`config.mk`:
```
export PLATFORM = sky130hd
export DESIGN_NAME = red_pitaya_sweep_block
export DESIGN_NICKNAME = d
export VERILOG_FILES = /design/src/rtl/red_pitaya_sweep_block.sv
export SDC_FILE = /design/constraint.sdc
export NUM_CORES = 1
export LEC_CHECK = 0
export ABC_AREA = 0
export CAP_MARGIN = 15
export CELL_PAD_IN_SITES_DETAIL_PLACEMENT = 0
export CELL_PAD_IN_SITES_GLOBAL_PLACEMENT = 2
export CORE_MARGIN = 2
export CORE_UTILIZATION = 33
export CTS_BUF_LIST = sky130_fd_sc_hd__clkbuf_4
export DETAILED_ROUTE_END_ITERATION = 8
export GPL_TIMING_DRIVEN = 0
export PLACE_DENSITY_LB_ADDON = 0.25
export SKIP_CTS_REPAIR_TIMING = 1
export SLEW_MARGIN = 40
export SYNTH_ARGS = -nofsm -noshare
export SYNTH_HDL_FRONTEND = slang
export SYNTH_SLANG_ARGS = --single-unit
```
`constraint.sdc`:
```
create_clock -name clk_i -period 5.9 [get_ports clk_i]
set_clock_uncertainty 0.2 [all_clocks]
set_input_delay 0.59 -clock clk_i [delete_from_list [all_inputs] [get_ports clk_i]]
set_output_delay 0.59 -clock clk_i [all_outputs]
set_load 0.005 [all_outputs]
```
`src/rtl/red_pitaya_sweep_block.sv`:
```
// Triangular sweep generator with threshold-triggered hold.
// A signed phase accumulator ramps between minval and maxval; dat_o is its
// integer part. When the monitored input crosses the threshold the sweep
// freezes (HOLD) until it is re-armed by a strobe or by the hold timer.
module red_pitaya_sweep_block #(
    parameter int FRACBITS = 16,
    parameter int STEPBITS = 24,
    parameter int HOLDBITS = 32
) (
    input  logic               clk_i,
    input  logic               rstn_i,
    input  logic signed [13:0] dat_i,
    output logic signed [13:0] dat_o,
    input  logic [15:0]        addr,
    input  logic               wen,
    input  logic               ren,
    output logic               ack,
    output logic [31:0]        rdata,
    input  logic [31:0]        wdata
);

    localparam int ACCW = 14 + FRACBITS;

    localparam logic [15:0] ADDR_CFG    = 16'h0100;
    localparam logic [15:0] ADDR_MIN    = 16'h0104;
    localparam logic [15:0] ADDR_MAX    = 16'h0108;
    localparam logic [15:0] ADDR_STEP   = 16'h010C;
    localparam logic [15:0] ADDR_THR    = 16'h0110;
    localparam logic [15:0] ADDR_HOLD   = 16'h0114;
    localparam logic [15:0] ADDR_STATUS = 16'h0118;
    localparam logic [15:0] ADDR_TRIGC  = 16'h011C;

    typedef enum logic [1:0] {
        ST_IDLE = 2'd0,
        ST_UP   = 2'd1,
        ST_DOWN = 2'd2,
        ST_HOLD = 2'd3
    } state_t;

    // configuration
    logic                 cfg_en_r;
    logic                 cfg_pol_r;
    logic                 cfg_auto_r;
    logic                 rearm_r;
    logic signed [13:0]   min_r;
    logic signed [13:0]   max_r;
    logic signed [13:0]   thr_r;
    logic [STEPBITS-1:0]  step_r;
    logic [HOLDBITS-1:0]  hold_r;

    // sweep state
    state_t               state_r, state_s;
    logic                 dir_r, dir_s;
    logic signed [ACCW-1:0] acc_r, acc_s;
    logic [HOLDBITS-1:0]  hold_cnt_r, hold_cnt_s, hold_lim_s;
    logic                 hold_hit_s;
    logic [15:0]          trig_cnt_r, trig_cnt_s, trig_inc_s;

    // trigger pipeline
    logic signed [13:0]   d1_r, d2_r;
    logic                 trig_r, trig_s;

    // limit arithmetic, one bit wider than the accumulator so nothing wraps
    logic signed [13:0]   hi_lim_s;
    logic signed [ACCW:0] lo_s, hi_s, acc_ext_s, step_ext_s, sum_s, diff_s;

    // bus
    logic                 ack_r;
    logic [31:0]          rdata_r, rd_mux_s;

    assign dat_o = acc_r[ACCW-1:FRACBITS];
    assign ack   = ack_r;
    assign rdata = rdata_r;

    // Limit values, candidate accumulator updates and hold-timer compare.
    always_comb begin
        // an empty or inverted range collapses both limits onto minval
        hi_lim_s   = (max_r > min_r) ? max_r : min_r;
        lo_s       = {min_r[13], min_r, {FRACBITS{1'b0}}};
        hi_s       = {hi_lim_s[13], hi_lim_s, {FRACBITS{1'b0}}};
        acc_ext_s  = {acc_r[ACCW-1], acc_r};
        step_ext_s = {{(ACCW + 1 - STEPBITS){1'b0}}, step_r};
        sum_s      = acc_ext_s + step_ext_s;
        diff_s     = acc_ext_s - step_ext_s;
        // hold_cycles of 0 behaves like 1
        hold_lim_s = (hold_r == {HOLDBITS{1'b0}}) ? {HOLDBITS{1'b0}} : (hold_r - HOLDBITS'(1));
        hold_hit_s = cfg_auto_r && (hold_cnt_r == hold_lim_s);
        trig_inc_s = (trig_cnt_r == 16'hFFFF) ? trig_cnt_r : (trig_cnt_r + 16'd1);
    end

    // Threshold crossing detect on the two registered input samples.
    always_comb begin
        if (cfg_pol_r) begin
            trig_s = (d2_r > thr_r) && (d1_r <= thr_r);
        end else begin
            trig_s = (d2_r < thr_r) && (d1_r >= thr_r);
        end
    end

    // Sweep FSM next-state, accumulator and counters.
    always_comb begin
        state_s    = state_r;
        acc_s      = acc_r;
        dir_s      = dir_r;
        hold_cnt_s = hold_cnt_r;
        trig_cnt_s = trig_cnt_r;
        if (!cfg_en_r) begin
            state_s    = ST_IDLE;
            acc_s      = lo_s[ACCW-1:0];
            dir_s      = 1'b0;
            hold_cnt_s = {HOLDBITS{1'b0}};
            trig_cnt_s = 16'd0;
        end else begin
            case (state_r)
                ST_IDLE: begin
                    acc_s   = lo_s[ACCW-1:0];
                    dir_s   = 1'b0;
                    state_s = ST_UP;
                end
                ST_UP: begin
                    if (trig_r) begin
                        // trigger beats the limit: freeze, but remember the turnaround
                        state_s    = ST_HOLD;
                        hold_cnt_s = {HOLDBITS{1'b0}};
                        trig_cnt_s = trig_inc_s;
                        if (sum_s >= hi_s) begin
                            dir_s = 1'b1;
                        end else begin
                            dir_s = dir_r;
                        end
                    end else if (sum_s >= hi_s) begin
                        acc_s   = hi_s[ACCW-1:0];
                        dir_s   = 1'b1;
                        state_s = ST_DOWN;
                    end else begin
                        acc_s = sum_s[ACCW-1:0];
                    end
                end
                ST_DOWN: begin
                    if (trig_r) begin
                        state_s    = ST_HOLD;
                        hold_cnt_s = {HOLDBITS{1'b0}};
                        trig_cnt_s = trig_inc_s;
                        if (diff_s <= lo_s) begin
                            dir_s = 1'b0;
                        end else begin
                            dir_s = dir_r;
                        end
                    end else if (diff_s <= lo_s) begin
                        acc_s   = lo_s[ACCW-1:0];
                        dir_s   = 1'b0;
                        state_s = ST_UP;
                    end else begin
                        acc_s = diff_s[ACCW-1:0];
                    end
                end
                ST_HOLD: begin
                    hold_cnt_s = hold_cnt_r + HOLDBITS'(1);
                    if (rearm_r || hold_hit_s) begin
                        state_s = dir_r ? ST_DOWN : ST_UP;
                    end else begin
                        state_s = ST_HOLD;
                    end
                end
                default: begin
                    state_s = ST_IDLE;
                end
            endcase
        end
    end

    // Sweep state registers.
    always_ff @(posedge clk_i) begin
        if (!rstn_i) begin
            state_r    <= ST_IDLE;
            acc_r      <= {ACCW{1'b0}};
            dir_r      <= 1'b0;
            hold_cnt_r <= {HOLDBITS{1'b0}};
            trig_cnt_r <= 16'd0;
        end else begin
            state_r    <= state_s;
            acc_r      <= acc_s;
            dir_r      <= dir_s;
            hold_cnt_r <= hold_cnt_s;
            trig_cnt_r <= trig_cnt_s;
        end
    end

    // Input sample pipeline and registered trigger.
    always_ff @(posedge clk_i) begin
        if (!rstn_i) begin
            d1_r   <= 14'sd0;
            d2_r   <= 14'sd0;
            trig_r <= 1'b0;
        end else begin
            d1_r   <= dat_i;
            d2_r   <= d1_r;
            trig_r <= trig_s;
        end
    end

    // Configuration register writes and the one-cycle rearm strobe.
    always_ff @(posedge clk_i) begin
        if (!rstn_i) begin
            cfg_en_r   <= 1'b0;
            cfg_pol_r  <= 1'b0;
            cfg_auto_r <= 1'b0;
            rearm_r    <= 1'b0;
            min_r      <= 14'sd0;
            max_r      <= 14'sd0;
            thr_r      <= 14'sd0;
            step_r     <= {STEPBITS{1'b0}};
            hold_r     <= {HOLDBITS{1'b0}};
        end else begin
            rearm_r <= wen && (addr == ADDR_CFG) && wdata[3];
            if (wen) begin
                case (addr)
                    ADDR_CFG: begin
                        cfg_en_r   <= wdata[0];
                        cfg_pol_r  <= wdata[1];
                        cfg_auto_r <= wdata[2];
                    end
                    ADDR_MIN:  min_r  <= wdata[13:0];
                    ADDR_MAX:  max_r  <= wdata[13:0];
                    ADDR_STEP: step_r <= wdata[STEPBITS-1:0];
                    ADDR_THR:  thr_r  <= wdata[13:0];
                    ADDR_HOLD: hold_r <= wdata[HOLDBITS-1:0];
                    default: begin
                    end
                endcase
            end
        end
    end

    // Read data multiplexer; unmapped addresses read as zero.
    always_comb begin
        case (addr)
            ADDR_CFG:    rd_mux_s = {29'd0, cfg_auto_r, cfg_pol_r, cfg_en_r};
            ADDR_MIN:    rd_mux_s = {18'd0, min_r};
            ADDR_MAX:    rd_mux_s = {18'd0, max_r};
            ADDR_STEP:   rd_mux_s = 32'(step_r);
            ADDR_THR:    rd_mux_s = {18'd0, thr_r};
            ADDR_HOLD:   rd_mux_s = 32'(hold_r);
            ADDR_STATUS: rd_mux_s = {{2{dat_o[13]}}, dat_o, 13'd0, dir_r, state_r};
            ADDR_TRIGC:  rd_mux_s = {16'd0, trig_cnt_r};
            default:     rd_mux_s = 32'd0;
        endcase
    end

    // Bus acknowledge and read data, one cycle after the strobe.
    always_ff @(posedge clk_i) begin
        if (!rstn_i) begin
            ack_r   <= 1'b0;
            rdata_r <= 32'd0;
        end else begin
            ack_r   <= wen | ren;
            rdata_r <= ren ? rd_mux_s : 32'd0;
        end
    end

endmodule

```
======== Word level (Yosys, flattened, before mapping) ========
Index checks and enable logic that the tools add are counted.
storage, ports and cells
  register bits ........................... 245
  bits of input ports ..................... 66
  logic and storage cells ................. 104
cells by class
  add/sub/neg operators ................... 5
  magnitude comparators ................... 7
  eq/ne operators ......................... 23
  multiplexer cells ....................... 22
  bitwise operators ....................... 2
  reduce and logical (&&, ||, !) cells .... 25
operator list
  cell                                                                    count
  32-bit one-hot mux with 8 select lines                                  1
  30-bit two-way mux                                                      5
  16-bit by 9-bit equality test with 1-bit output, second input constant  8
  30-bit one-hot mux with 3 select lines                                  1
  32-bit two-way mux                                                      2
  32-bit one-hot mux with 2 select lines                                  1
  32-bit by 1-bit adder with 32-bit output, second input constant         1
  32-bit equality test                                                    1
  32-bit logical NOT                                                      1
  32-bit by 1-bit subtractor with 32-bit output, second input constant    1
  30-bit by 25-bit adder with 31-bit output                               1
  31-bit by 30-bit greater-or-equal comparator with 1-bit output          1
  31-bit by 30-bit <= comparator with 1-bit output                        1
  30-bit by 25-bit subtractor with 31-bit output                          1
  14-bit greater-than comparator                                          2
  2-bit AND reduction                                                     10
  16-bit by 1-bit adder with 16-bit output, second input constant         1
  16-bit equality test, second input constant                             1
  14-bit greater-or-equal comparator                                      1
  14-bit <= comparator                                                    1
  14-bit less-than comparator                                             1
  14-bit two-way mux                                                      1
  2-bit two-way mux                                                       6
  3-bit inequality test, second input constant                            4
  other kinds (17)                                                        30

======== Logic depth before layout (Yosys ltp) ========
Gate-level depths: netlist (run 1).
  word-level depth ........................ 7
  gate-level depth with buffers ........... 25
  gate-level depth less buffers ........... 23

======== Worst setup path before layout (run 1) ========
Ideal clock, no wire load.
  path type ............................... reg2reg
  start ................................... reg step_r[2]
  end ..................................... reg acc_r[11]
  library setup time ...................... 0.117 ns
  arrival time ............................ 5.581 ns
  data required time ...................... 5.583 ns
  setup slack ............................. 0.002 ns
  stages on the path, launching flop included .. 24
  buffers on the path ..................... 1
  cell sequence ........................... dfxtp_1 inv_1 ha_1 buf_4 nor2b_1 a211o_1 a211o_1 a211o_1 a21oi_1 o221ai_1 o21a_1 nor3b_1 xor2_1 ha_1 nand2_1 nor4_1 nand4_1 or4b_1 or4_1 o31ai_4 o21ai_2 o211a_1 a221o_1 a22o_1
between the ends
  longest elaborated chain between the ends .. 5
  elaborated cells on any way between the ends .. 9
ends and longest elaborated chain
  item                                                                                                                                       RTL line  text
  from (decl)                                                                                                                                48        logic [STEPBITS-1:0] step_r;
  from (signal assigned)                                                                                                                     212       step_r <= {STEPBITS{1'b0}};
  from (signal assigned)                                                                                                                     225       ADDR_STEP: step_r <= wdata[STEPBITS-1:0];
  30-bit by 25-bit subtractor with 31-bit output / 30-bit by 25-bit adder with 31-bit output (equally long branches)                         84, 83
  31-bit by 30-bit <= comparator with 1-bit output / 31-bit by 30-bit greater-or-equal comparator with 1-bit output (equally long branches)  149, 131
  30-bit two-way mux, on equally long branches                                                                                               149, 131
  30-bit two-way mux, on equally long branches                                                                                               140, 121
  30-bit one-hot mux with 3 select lines *                                                                                                   114       case (state_r)
  to (signal assigned)                                                                                                                       176       acc_r <= {ACCW{1'b0}};
  to (signal assigned)                                                                                                                       182       acc_r <= acc_s;
  to (decl)                                                                                                                                  54        logic signed [ACCW-1:0] acc_r, acc_s;
Mark *: on every way between the ends. The rest lies on a longest branch, timed or not. The select of a mux whose other input is x is not followed.
A chain may end at the register's enable or synchronous reset.

======== Worst setup path after layout (run 1) ========
  start ................................... reg step_r[2]
  end ..................................... reg acc_r[21]
between the ends
  longest elaborated chain between the ends .. 6
  elaborated cells on any way between the ends .. 10
ends and longest elaborated chain
  item                                                                                                                                       RTL line  text
  30-bit by 25-bit subtractor with 31-bit output / 30-bit by 25-bit adder with 31-bit output (equally long branches)                         84, 83
  31-bit by 30-bit <= comparator with 1-bit output / 31-bit by 30-bit greater-or-equal comparator with 1-bit output (equally long branches)  149, 131
  30-bit two-way mux, on equally long branches                                                                                               149, 131
  30-bit two-way mux, on equally long branches                                                                                               140, 121
  30-bit one-hot mux with 3 select lines *                                                                                                   114
  30-bit two-way mux *                                                                                                                       107       if (!cfg_en_r) begin
Marked as above.

==> results of run 1 <==
## cell usage in the layout, fill, tap and decap left out, types with 23 or more instances in the layout
cell type | netlist | routed
sky130_fd_sc_hd__nor3_1 | 43 | 36
sky130_fd_sc_hd__clkbuf_1 | 99 | 81
sky130_fd_sc_hd__inv_1 | 107 | 102
sky130_fd_sc_hd__xnor2_1 | 67 | 65
sky130_fd_sc_hd__xor2_1 | 49 | 47
sky130_fd_sc_hd__nor4_1 | 31 | 24
sky130_fd_sc_hd__clkbuf_4 | 0 | 107
sky130_fd_sc_hd__nor2_1 | 148 | 144
sky130_fd_sc_hd__ha_1 | 126 | 113
sky130_fd_sc_hd__o21ai_0 | 81 | 75
sky130_fd_sc_hd__a21boi_0 | 105 | 105
sky130_fd_sc_hd__a21oi_1 | 83 | 78
sky130_fd_sc_hd__or3_1 | 23 | 23
sky130_fd_sc_hd__buf_4 | 16 | 40
sky130_fd_sc_hd__nand4_1 | 34 | 34
sky130_fd_sc_hd__and2_1 | 40 | 38
sky130_fd_sc_hd__a22oi_1 | 46 | 46
sky130_fd_sc_hd__nand2_1 | 298 | 296
sky130_fd_sc_hd__nor2b_1 | 28 | 24
sky130_fd_sc_hd__dfxtp_1 | 245 | 222
sky130_fd_sc_hd__clkdlybuf4s50_1 | 0 | 110
sky130_fd_sc_hd__nand3_1 | 41 | 40
## power groups by stage
| stage | clock (W) | sequential, W | combinational [W] |
|---|---|---|---|
| floorplan | 0 | 0.00170 | 0.0000579 |
| global placement | 0 | 0.00171 | 0.000147 |
| detailed placement | 0 | 0.00171 | 0.000147 |
| CTS | 0.00167 | 0.00167 | 0.000148 |
| global route | 0.00176 | 0.00167 | 0.000161 |
| finish | 0.00162 | 0.00167 | 0.000150 |
## synthesized netlist by cell type (5+ instances only)
master,number,area share (%)
sky130_fd_sc_hd__o31a_1,9,0.49
sky130_fd_sc_hd__dfxtp_1,245,30
sky130_fd_sc_hd__a21oi_1,83,2.6
sky130_fd_sc_hd__o31ai_1,10,0.46
sky130_fd_sc_hd__clkbuf_1,99,2.3
sky130_fd_sc_hd__or3_1,23,0.89
sky130_fd_sc_hd__nand4_1,34,1.3
sky130_fd_sc_hd__or4_1,8,0.37
sky130_fd_sc_hd__nand2b_1,23,0.89
sky130_fd_sc_hd__nor2b_1,28,1.1
sky130_fd_sc_hd__nor3b_1,6,0.28
sky130_fd_sc_hd__a211o_1,6,0.32
sky130_fd_sc_hd__inv_1,107,2.5
sky130_fd_sc_hd__buf_4,16,0.74
sky130_fd_sc_hd__nor2_1,148,3.4
sky130_fd_sc_hd__a21o_1,15,0.70
sky130_fd_sc_hd__a222oi_1,10,0.62
sky130_fd_sc_hd__a221o_1,13,0.80
sky130_fd_sc_hd__nand3_1,41,1.3
sky130_fd_sc_hd__o21bai_1,6,0.28
sky130_fd_sc_hd__and4_1,7,0.38
sky130_fd_sc_hd__and2_1,40,1.5
sky130_fd_sc_hd__o211ai_1,10,0.46
sky130_fd_sc_hd__nor4_1,31,1.2
sky130_fd_sc_hd__nand2_1,298,6.9
sky130_fd_sc_hd__o21ai_0,81,2.5
sky130_fd_sc_hd__nor3_1,43,1.3
sky130_fd_sc_hd__a22oi_1,46,2.1
sky130_fd_sc_hd__a22o_1,5,0.27
sky130_fd_sc_hd__o21a_1,22,1.0
sky130_fd_sc_hd__a31oi_1,25,0.97
sky130_fd_sc_hd__o32ai_1,8,0.43
sky130_fd_sc_hd__a221oi_1,19,1.0
sky130_fd_sc_hd__mux2i_1,23,1.4
sky130_fd_sc_hd__ha_1,126,9.7
sky130_fd_sc_hd__o22ai_1,13,0.50
sky130_fd_sc_hd__a21boi_0,105,4.9
sky130_fd_sc_hd__o2111ai_1,8,0.43
sky130_fd_sc_hd__xor2_1,49,2.7
sky130_fd_sc_hd__and3_1,19,0.73
sky130_fd_sc_hd__xnor2_1,67,3.6
sky130_fd_sc_hd__a211oi_1,10,0.46
## stage by stage
stage | TNS [ns] | utilization, % | setup slack, ns | cell area (um2)
after CTS | -51.21 | 39.0 | -1.87 | 19000
final | -18.54 | 41.0 | -0.659 | 20000
after global routing | -24.07 | 41.0 | -0.831 | 20000
after global placement | -55.51 | 37.1 | -1.96 | 18100
after floorplan | 0 | - | 0.00190 | 16200
after detailed placement | -48.72 | 37.2 | -1.79 | 18100
## worst paths after layout
path,depth (start not counted),from,end,slack [ns]
worst min register to register,1,d1_r[13],d2_r[13],0.24
worst max-delay path,24,step_r[2],acc_r[21],-0.66
worst max register to register,24,step_r[2],acc_r[21],-0.66
worst min-delay path,2,dat_i[7],d1_r[7],0.18
## sequential cells by signal (all words and copies together) (netlist names), 2 cells and up
name / count
rdata: 32
trig_cnt_r: 16
hold_cnt_r: 32
state_r: 2
hold_r: 32
max_r: 14
min_r: 14
step_r: 24
acc_r: 30
thr_r: 14
d1_r: 14
d2_r: 14
## logic make-up after synthesis
family / count (synthesis) / synth area share, %
AND/OR/NAND/NOR: 765 / 22.5
adder cells (fa/ha/maj): 128 / 9.99
AO/OA/AOI/OAI: 541 / 23.6
flip-flops: 245 / 30.3
XOR/XNOR: 116 / 6.28
multiplexers: 26 / 1.63
buffers and inverters: 228 / 5.69
## routing by layer
layer	share of wire (%)	GRT usage (%)	wire, um
met5	0.040	0	26
met1	46	34.1	29600
met2	43	37.6	27600
met3	7.5	5.49	4810
met4	3.5	9.72	2220
## critical path: cells and delay by family, from the launching register on
kind                     cells  cell delay [ns]
AO/OA/AOI/OAI                9             2.29
XOR/XNOR                     1             0.12
adder cells (fa/ha/maj)      2             0.53
buffers and inverters        3             0.32
flip-flops                   1             0.38
multiplexers                 1             0.31
AND/OR/NAND/NOR              8             2.28
## area by class of cell
class	count	area (um2)
antenna	1	2.50
buffer	111	533
clock buffer	106	796
clock inverter	17	77.6
fill	5052	28700
inverter	108	405
multi-input combinational	1576	11000
sequential	245	4950
tap	622	778
timing repair buffer	143	1380
==> impl_results.html, run 1 <==
<table>
<tr><th>Metric</th><th>Value</th></tr>
<tr><th colspan="2">Run</th></tr>
<tr><td>Max-cap violations</td><td>0</td></tr>
<tr><th colspan="2">Place</th></tr>
<tr><td>Total placed cells including tap cells</td><td>2783</td></tr>
<tr><td>Count of input and output buffers</td><td>110</td></tr>
<tr><td>Post-DP HPWL</td><td>50000 um</td></tr>
<tr><td>Routability congestion estimate from global placement</td><td>0.898</td></tr>
<tr><th colspan="2">Worst setup path</th></tr>
<tr><td>CP endpoint kind</td><td>flip-flop</td></tr>
<tr><td>Crit path cell chain</td><td>inv_2 &gt; ha_4 &gt; buf_6 &gt; nor2b_4 &gt; a211o_1 &gt; a211o_4 &gt; a211o_4 &gt; a21oi_4 &gt; o221ai_4 &gt; o21a_4 &gt; nor3b_4 &gt; xor2_2 &gt; ha_1 &gt; nand2_2 &gt; nor4_4 &gt; nand4_1 &gt; or4b_4 &gt; or4_4 &gt; o31ai_4 &gt; a21oi_4 &gt; nor2_4 &gt; buf_6 &gt; mux2_4 &gt; o22ai_2</td></tr>
<tr><td>Worst Path Arrival</td><td>7.02 ns</td></tr>
<tr><td>CP max FO</td><td>6</td></tr>
<tr><td>Category of the worst setup path launch point</td><td>flip-flop</td></tr>
<tr><td>Critical Path Slowest Stage Cell</td><td>sky130_fd_sc_hd__or4_4</td></tr>
<tr><td>Type of the worst setup path</td><td>reg2reg</td></tr>
<tr><td>Required time worst endpoint</td><td>6.36 ns</td></tr>
<tr><td>CP max stage delay</td><td>~0.58 ns</td></tr>
<tr><th colspan="2">Power</th></tr>
<tr><td>Clock share of power</td><td>between 40% and 50%</td></tr>
<tr><td>Switching share of power</td><td>approximately a quarter</td></tr>
<tr><td>Net Switching</td><td>0.000883 W</td></tr>
<tr><td>Flop pwr share</td><td>between 40% and 50%</td></tr>
<tr><td>Internal power of the cells</td><td>around 0.0026 W</td></tr>
<tr><td>Overall power consumption</td><td>0.00344 W</td></tr>
<tr><td>Combinational group share of total power</td><td>4.4%</td></tr>
<tr><td>Maximum VDD drop</td><td>just over 0.1 mV</td></tr>
<tr><td>Pwr per Cell Area</td><td>172 nW/um2</td></tr>
<tr><td>Pleak</td><td>7.54 nW</td></tr>
<tr><th colspan="2">Die</th></tr>
<tr><td>Die area</td><td>50800 um2</td></tr>
<tr><td>Chip height</td><td>225 um</td></tr>
<tr><td>Die width</td><td>225 um</td></tr>
<tr><td>Initial Utilization</td><td>between 30% and 40%</td></tr>
<tr><td>Site Rows</td><td>a little over 80</td></tr>
<tr><td>Area inside the core boundary</td><td>48600 um2</td></tr>
<tr><td>Ports placed on the boundary</td><td>113</td></tr>
<tr><th colspan="2">Yosys</th></tr>
<tr><td>Mean instance size in the synthesized netlist</td><td>7.89 um2</td></tr>
<tr><td>Count of yosys warnings during synthesis</td><td>0</td></tr>
<tr><td>Number of enable flip-flop cells after synthesis</td><td>0</td></tr>
<tr><td>Number of library cell types mapped by synthesis</td><td>82</td></tr>
<tr><td>Flip-flop and latch count after synthesis</td><td>245</td></tr>
<tr><td>Proportion of synthesized chip area in sequential cells</td><td>a little under a third</td></tr>
<tr><td>Post-synth design cell area</td><td>roughly 16000 um2</td></tr>
<tr><td>Proportion of synthesized flip-flops having asynchronous set or reset</td><td>0%</td></tr>
<tr><td>Primary FF master, synth</td><td>sky130_fd_sc_hd__dfxtp_1</td></tr>
<tr><td>Number of standard cells after synthesis</td><td>2049</td></tr>
<tr><td>Nets in the synthesized netlist</td><td>2243</td></tr>
<tr><th colspan="2">Final layout</th></tr>
<tr><td>Area Growth Syn to Fin</td><td>23.3%</td></tr>
<tr><td>Count of non-filler cells in the finished layout</td><td>2929</td></tr>
<tr><td>Net count reported at finish</td><td>2452</td></tr>
<tr><td>Share of cells above drive strength 1</td><td>13.2%</td></tr>
<tr><th colspan="2">GRT</th></tr>
<tr><td>Via count of the first global-routing pass</td><td>15483</td></tr>
<tr><td>Global route total overflow</td><td>0</td></tr>
<tr><td>First-pass GRT wire length</td><td>94500 um</td></tr>
<tr><td>Initial antenna violation count</td><td>5</td></tr>
<tr><td>Pin count of the biggest net entering global routing</td><td>11</td></tr>
<tr><td>Global-route total usage across every layer</td><td>24.8%</td></tr>
<tr><th colspan="2">Timing</th></tr>
<tr><td>Number of failing hold endpoints at the final stage</td><td>0</td></tr>
<tr><td>Measured slew at the worst slew-check pin</td><td>approximately 0.8 ns</td></tr>
<tr><td>Setup WS post-layout</td><td>-0.659 ns</td></tr>
<tr><td>Final clock period utilization by the worst path</td><td>111%</td></tr>
<tr><td>Smallest hold slack</td><td>around 0.18 ns</td></tr>
<tr><td>Maximum operating frequency</td><td>152 MHz</td></tr>
<tr><td>RSZ-0062 raised after global routing</td><td>yes</td></tr>
<tr><td>Worst slew margin relative to its limit</td><td>roughly 45%</td></tr>
<tr><td>Finish-stage setup viols</td><td>32</td></tr>
<tr><td>Total count of max-transition violations in the final report</td><td>0</td></tr>
<tr><td>Period minus WS final</td><td>6.56 ns</td></tr>
<tr><th colspan="2">Clock network</th></tr>
<tr><td>Root Buffer Master</td><td>sky130_fd_sc_hd__clkbuf_4</td></tr>
<tr><td>Clock transition at the registers of the reported paths</td><td>0.06 ns</td></tr>
<tr><td>CTS sink count</td><td>245</td></tr>
<tr><td>Worst-skew pair later-pin latency</td><td>approximately 0.80 ns</td></tr>
<tr><td>CTS H-tree depth</td><td>3</td></tr>
<tr><td>Max clock buf depth</td><td>3</td></tr>
<tr><td>Clock buffers created by TritonCTS</td><td>73</td></tr>
<tr><td>Clock tree from TritonCTS</td><td>built</td></tr>
<tr><th colspan="2">Detailed routing</th></tr>
<tr><td>Detailed-route DRC error count</td><td>0</td></tr>
<tr><td>Post-DR wirelength/cell</td><td>22.0 um</td></tr>
<tr><td>Routed Wire Length</td><td>64300 um</td></tr>
<tr><td>Detailed Routing Iterations Pass 1</td><td>6</td></tr>
<tr><td>Detail-routed via count per cell</td><td>5.55</td></tr>
<tr><td>Vias after detailed routing</td><td>16247</td></tr>
<tr><td>Antenna violation net count after detailed routing</td><td>0</td></tr>
<tr><td>Number of violations reported at the end of detailed-routing iteration 0</td><td>1298</td></tr>
<tr><th colspan="2">Status</th></tr>
<tr><td>Result of the run</td><td>complete, but fails checks</td></tr>
<tr><td>Violations in the final reports</td><td>setup timing</td></tr>
<tr><th colspan="2">Worst hold path</th></tr>
<tr><td>Path class of the lowest-slack min-delay path</td><td>in2reg</td></tr>
</table>
Power figures use the tool's default switching activity.
==> run 2, diff against run 1 <==
--- a/config.mk
+++ b/config.mk
@@ -9,6 +9,7 @@
 export CAP_MARGIN = 15
 export CELL_PAD_IN_SITES_DETAIL_PLACEMENT = 0
 export CELL_PAD_IN_SITES_GLOBAL_PLACEMENT = 2
+export CORE_ASPECT_RATIO = 1.25
 export CORE_MARGIN = 2
 export CORE_UTILIZATION = 33
 export CTS_BUF_LIST = sky130_fd_sc_hd__clkbuf_4
==> impl_results.html, run 2 (synthesis gave the netlist of run 1 again) <==
<table>
<tr><th>Metric</th><th>Value</th></tr>
<tr><th colspan="2">Worst setup path</th></tr>
<tr><td>CP max FO</td><td>6 (unchanged)</td></tr>
<tr><td>Critical Path Slowest Stage Cell</td><td>sky130_fd_sc_hd__or4_4</td></tr>
<tr><td>Type of the worst setup path</td><td>reg2reg</td></tr>
<tr><td>Required time worst endpoint</td><td>6.37 ns (about the same)</td></tr>
<tr><td>CP endpoint kind</td><td>flip-flop</td></tr>
<tr><td>Worst Reg-to-Reg Cells</td><td>23 (-4.2%)</td></tr>
<tr><td>RR Endpoint</td><td>acc_r[11]</td></tr>
<tr><td>Reg2Reg Setup Slack</td><td>-0.61 ns (+0.05 ns)</td></tr>
<tr><td>Critical Path Most Common Cell</td><td>sky130_fd_sc_hd__a211o_1</td></tr>
<tr><td>Worst Path Arrival</td><td>6.98 ns (-0.04 ns)</td></tr>
<tr><td>CP max stage delay</td><td>0.59 ns (about the same)</td></tr>
<tr><td>Category of the worst setup path launch point</td><td>flip-flop</td></tr>
<tr><td>RR Startpoint</td><td>step_r[2]</td></tr>
<tr><td>Crit path cell chain</td><td>inv_2 &gt; ha_4 &gt; buf_6 &gt; nor2b_4 &gt; a211o_1 &gt; a211o_1 &gt; a211o_1 &gt; a21oi_4 &gt; o221ai_4 &gt; o21a_4 &gt; nor3b_2 &gt; xor2_1 &gt; ha_1 &gt; nand2_2 &gt; nor4_4 &gt; nand4_1 &gt; or4b_1 &gt; or4_4 &gt; o31ai_4 &gt; a21oi_4 &gt; o211a_4 &gt; a221o_1 &gt; a22o_1</td></tr>
<tr><th colspan="2">GRT</th></tr>
<tr><td>Initial antenna violation count</td><td>1 (-4)</td></tr>
<tr><td>Global-route total usage across every layer</td><td>24.6% (-0.15 points)</td></tr>
<tr><td>Via count of the first global-routing pass</td><td>15661 (+1.1%)</td></tr>
<tr><td>Pin count of the biggest net entering global routing</td><td>12 (+1)</td></tr>
<tr><td>First-pass GRT wire length</td><td>95700 um (+1.2%)</td></tr>
<tr><td>Global route total overflow</td><td>0 (unchanged)</td></tr>
<tr><th colspan="2">Power</th></tr>
<tr><td>Maximum VDD drop</td><td>0.130 mV (+26%)</td></tr>
<tr><td>Clock share of power</td><td>48.0% (+0.9 points)</td></tr>
<tr><td>Pwr per Cell Area</td><td>176 nW/um2 (+2.1%)</td></tr>
<tr><td>Switching share of power</td><td>25.4% (-0.29 points)</td></tr>
<tr><td>Combinational group share of total power</td><td>4.3% (about the same)</td></tr>
<tr><td>Net Switching</td><td>0.000888 W (+0.52%)</td></tr>
<tr><td>Flop pwr share</td><td>47.7% (-0.8 points)</td></tr>
<tr><td>Internal power of the cells</td><td>0.00261 W (+2.0%)</td></tr>
<tr><td>Pleak</td><td>7.48 nW (-0.69%)</td></tr>
<tr><th colspan="2">Die</th></tr>
<tr><td>Die width</td><td>202 um (-10%)</td></tr>
<tr><td>Initial Utilization</td><td>33.5% (+0.23 points)</td></tr>
<tr><td>Ports placed on the boundary</td><td>113 (unchanged)</td></tr>
<tr><td>Chip height</td><td>252 um (+12%)</td></tr>
<tr><td>Die area</td><td>50800 um2 (about the same)</td></tr>
<tr><td>Site Rows</td><td>90 (+11%)</td></tr>
<tr><td>Area inside the core boundary</td><td>48300 um2 (-0.69%)</td></tr>
<tr><th colspan="2">Clock network</th></tr>
<tr><td>Worst-skew pair later-pin latency</td><td>0.80 ns (about the same)</td></tr>
<tr><td>CTS sink count</td><td>245 (unchanged)</td></tr>
<tr><td>Root Buffer Master</td><td>sky130_fd_sc_hd__clkbuf_4</td></tr>
<tr><td>CTS H-tree depth</td><td>3 (unchanged)</td></tr>
<tr><td>Clock transition at the registers of the reported paths</td><td>0.07 ns (about the same)</td></tr>
<tr><td>Clock buffers created by TritonCTS</td><td>72 (-1.4%)</td></tr>
<tr><td>Max clock buf depth</td><td>3 (unchanged)</td></tr>
<tr><td>Clock tree from TritonCTS</td><td>built</td></tr>
<tr><th colspan="2">Timing</th></tr>
<tr><td>Period minus WS final</td><td>6.51 ns (-0.0477 ns)</td></tr>
<tr><td>Maximum operating frequency</td><td>154 MHz (+0.73%)</td></tr>
<tr><td>Smallest hold slack</td><td>0.168 ns (-0.0138 ns)</td></tr>
<tr><td>Final clock period utilization by the worst path</td><td>110% (-0.81 points)</td></tr>
<tr><td>Measured slew at the worst slew-check pin</td><td>0.868 ns (+0.0445 ns)</td></tr>
<tr><td>Setup WS post-layout</td><td>-0.611 ns (+0.0477 ns)</td></tr>
<tr><td>Finish-stage setup viols</td><td>32 (unchanged)</td></tr>
<tr><td>Total count of max-transition violations in the final report</td><td>0 (unchanged)</td></tr>
<tr><td>RSZ-0062 raised after global routing</td><td>yes</td></tr>
<tr><td>Worst slew margin relative to its limit</td><td>41.7% (-2.9 points)</td></tr>
<tr><td>Number of failing hold endpoints at the final stage</td><td>0 (unchanged)</td></tr>
<tr><th colspan="2">Final layout</th></tr>
<tr><td>Filler instances</td><td>4988 (-1.3%)</td></tr>
<tr><td>Commonest non-fill, non-tap cells in the layout</td><td>297 x sky130_fd_sc_hd__nand2_1, 224 x sky130_fd_sc_hd__dfxtp_1, 143 x sky130_fd_sc_hd__nor2_1</td></tr>
<tr><td>Net count reported at finish</td><td>2442 (-0.41%)</td></tr>
<tr><td>Share of cells above drive strength 1</td><td>12.3% (-0.84 points)</td></tr>
<tr><td>Count of non-filler cells in the finished layout</td><td>2949 (+0.68%)</td></tr>
<tr><td>Most common library cell in the layout ignoring fill and taps</td><td>sky130_fd_sc_hd__nand2_1</td></tr>
<tr><td>Area Growth Syn to Fin</td><td>22.8%</td></tr>
<tr><th colspan="2">Run</th></tr>
<tr><td>Max-cap violations</td><td>0 (unchanged)</td></tr>
<tr><th colspan="2">Detailed routing</th></tr>
<tr><td>Post-DR wirelength/cell</td><td>21.7 um (-0.99%)</td></tr>
<tr><td>Vias after detailed routing</td><td>16279 (+0.20%)</td></tr>
<tr><td>Number of violations reported at the end of detailed-routing iteration 0</td><td>1168 (-10%)</td></tr>
<tr><td>Detailed-route DRC error count</td><td>0 (unchanged)</td></tr>
<tr><td>Detail-routed via count per cell</td><td>5.52 (-0.48%)</td></tr>
<tr><td>Detailed Routing Iterations Pass 1</td><td>7 (+1)</td></tr>
<tr><td>Routed Wire Length</td><td>64100 um (-0.31%)</td></tr>
<tr><td>Antenna violation net count after detailed routing</td><td>0 (unchanged)</td></tr>
<tr><th colspan="2">Worst hold path</th></tr>
<tr><td>Number of instances on the worst hold path</td><td>2 (unchanged)</td></tr>
<tr><td>Path class of the lowest-slack min-delay path</td><td>in2reg</td></tr>
<tr><td>Launch instance of the worst min-delay path</td><td>dat_i[7]</td></tr>
<tr><td>Hold path endpoint</td><td>d1_r[7]</td></tr>
<tr><th colspan="2">Status</th></tr>
<tr><td>Result of the run</td><td>complete, but fails checks</td></tr>
<tr><td>Violations in the final reports</td><td>setup timing</td></tr>
<tr><th colspan="2">Place</th></tr>
<tr><td>Routability congestion estimate from global placement</td><td>0.908 (+1.1%)</td></tr>
<tr><td>Total placed cells including tap cells</td><td>2804 (+0.75%)</td></tr>
<tr><td>Count of input and output buffers</td><td>110 (unchanged)</td></tr>
<tr><td>Placement-stage worst setup slack</td><td>-1.75 ns (+0.0398 ns)</td></tr>
<tr><td>Post-DP HPWL</td><td>49700 um (-0.54%)</td></tr>
</table>
## run 2: layout make-up
class / instances / area, um2 / area share (%)
flip-flops and latches: 245 / 4950 / 24.9
diodes: 4 / 10.0 / 0.0504
inverters: 108 / 409 / 2.06
multi-input cells: 1576 / 10900 / 55.0
repair buffers: 134 / 1300 / 6.52
clock buffers: 99 / 743 / 3.74
well taps: 644 / 806 / 4.06
plain buffers: 111 / 544 / 2.74
clock inverters: 28 / 179 / 0.901
## run 2: through the flow
step	utilization, %	power, W	TNS, ns	area [um2]
2_1_floorplan	-	0.00176	0	16200
3_3_place_gp	37.4	0.00185	-53.09	18100
3_5_place_dp	37.5	0.00185	-48.77	18100
4_1_cts	39.4	0.00355	-51.35	19000
5_1_grt	41.1	0.00364	-22.83	19900
6_report	41.1	0.00349	-16.46	19900
## run 2: worst max-delay path by stage
stage	start	end	slack (ns)	depth (start not counted)
3_3_place_gp	step_r[1]	acc_r[15]	-1.88	24
3_5_place_dp	step_r[7]	acc_r[25]	-1.75	24
4_1_cts	step_r[7]	acc_r[25]	-1.84	24
5_1_grt	step_r[5]	acc_r[11]	-0.80	23
6_report	step_r[2]	acc_r[11]	-0.61	23
2_1_floorplan	step_r[2]	acc_r[11]	0.002	23
## run 2: power groups by stage
stage	clock network, W	logic [W]	registers [W]
after floorplan	0	0.0000579	0.00170
after global placement	0	0.000146	0.00171
after detailed placement	0	0.000147	0.00171
after CTS	0.00173	0.000148	0.00167
after global routing	0.00182	0.000160	0.00167
final	0.00168	0.000149	0.00167
## run 2: routing by layer
metal / wire length (um) / global-route usage, %
met5: 0 / 0
met4: 2890 / 11.6
met3: 4160 / 4.13
met2: 29000 / 39.8
met1: 28000 / 32.0
## run 2: critical path, delay by kind of cell, from the launching register on
kind | cells | cell delay [ns]
AOI/OAI and AO/OA | 11 | 2.94
adders and majority gates | 2 | 0.41
DFF | 1 | 0.38
and+or+nand+nor | 7 | 2.01
xor gates and xnor gates | 1 | 0.31
buffers and inverters | 2 | 0.17
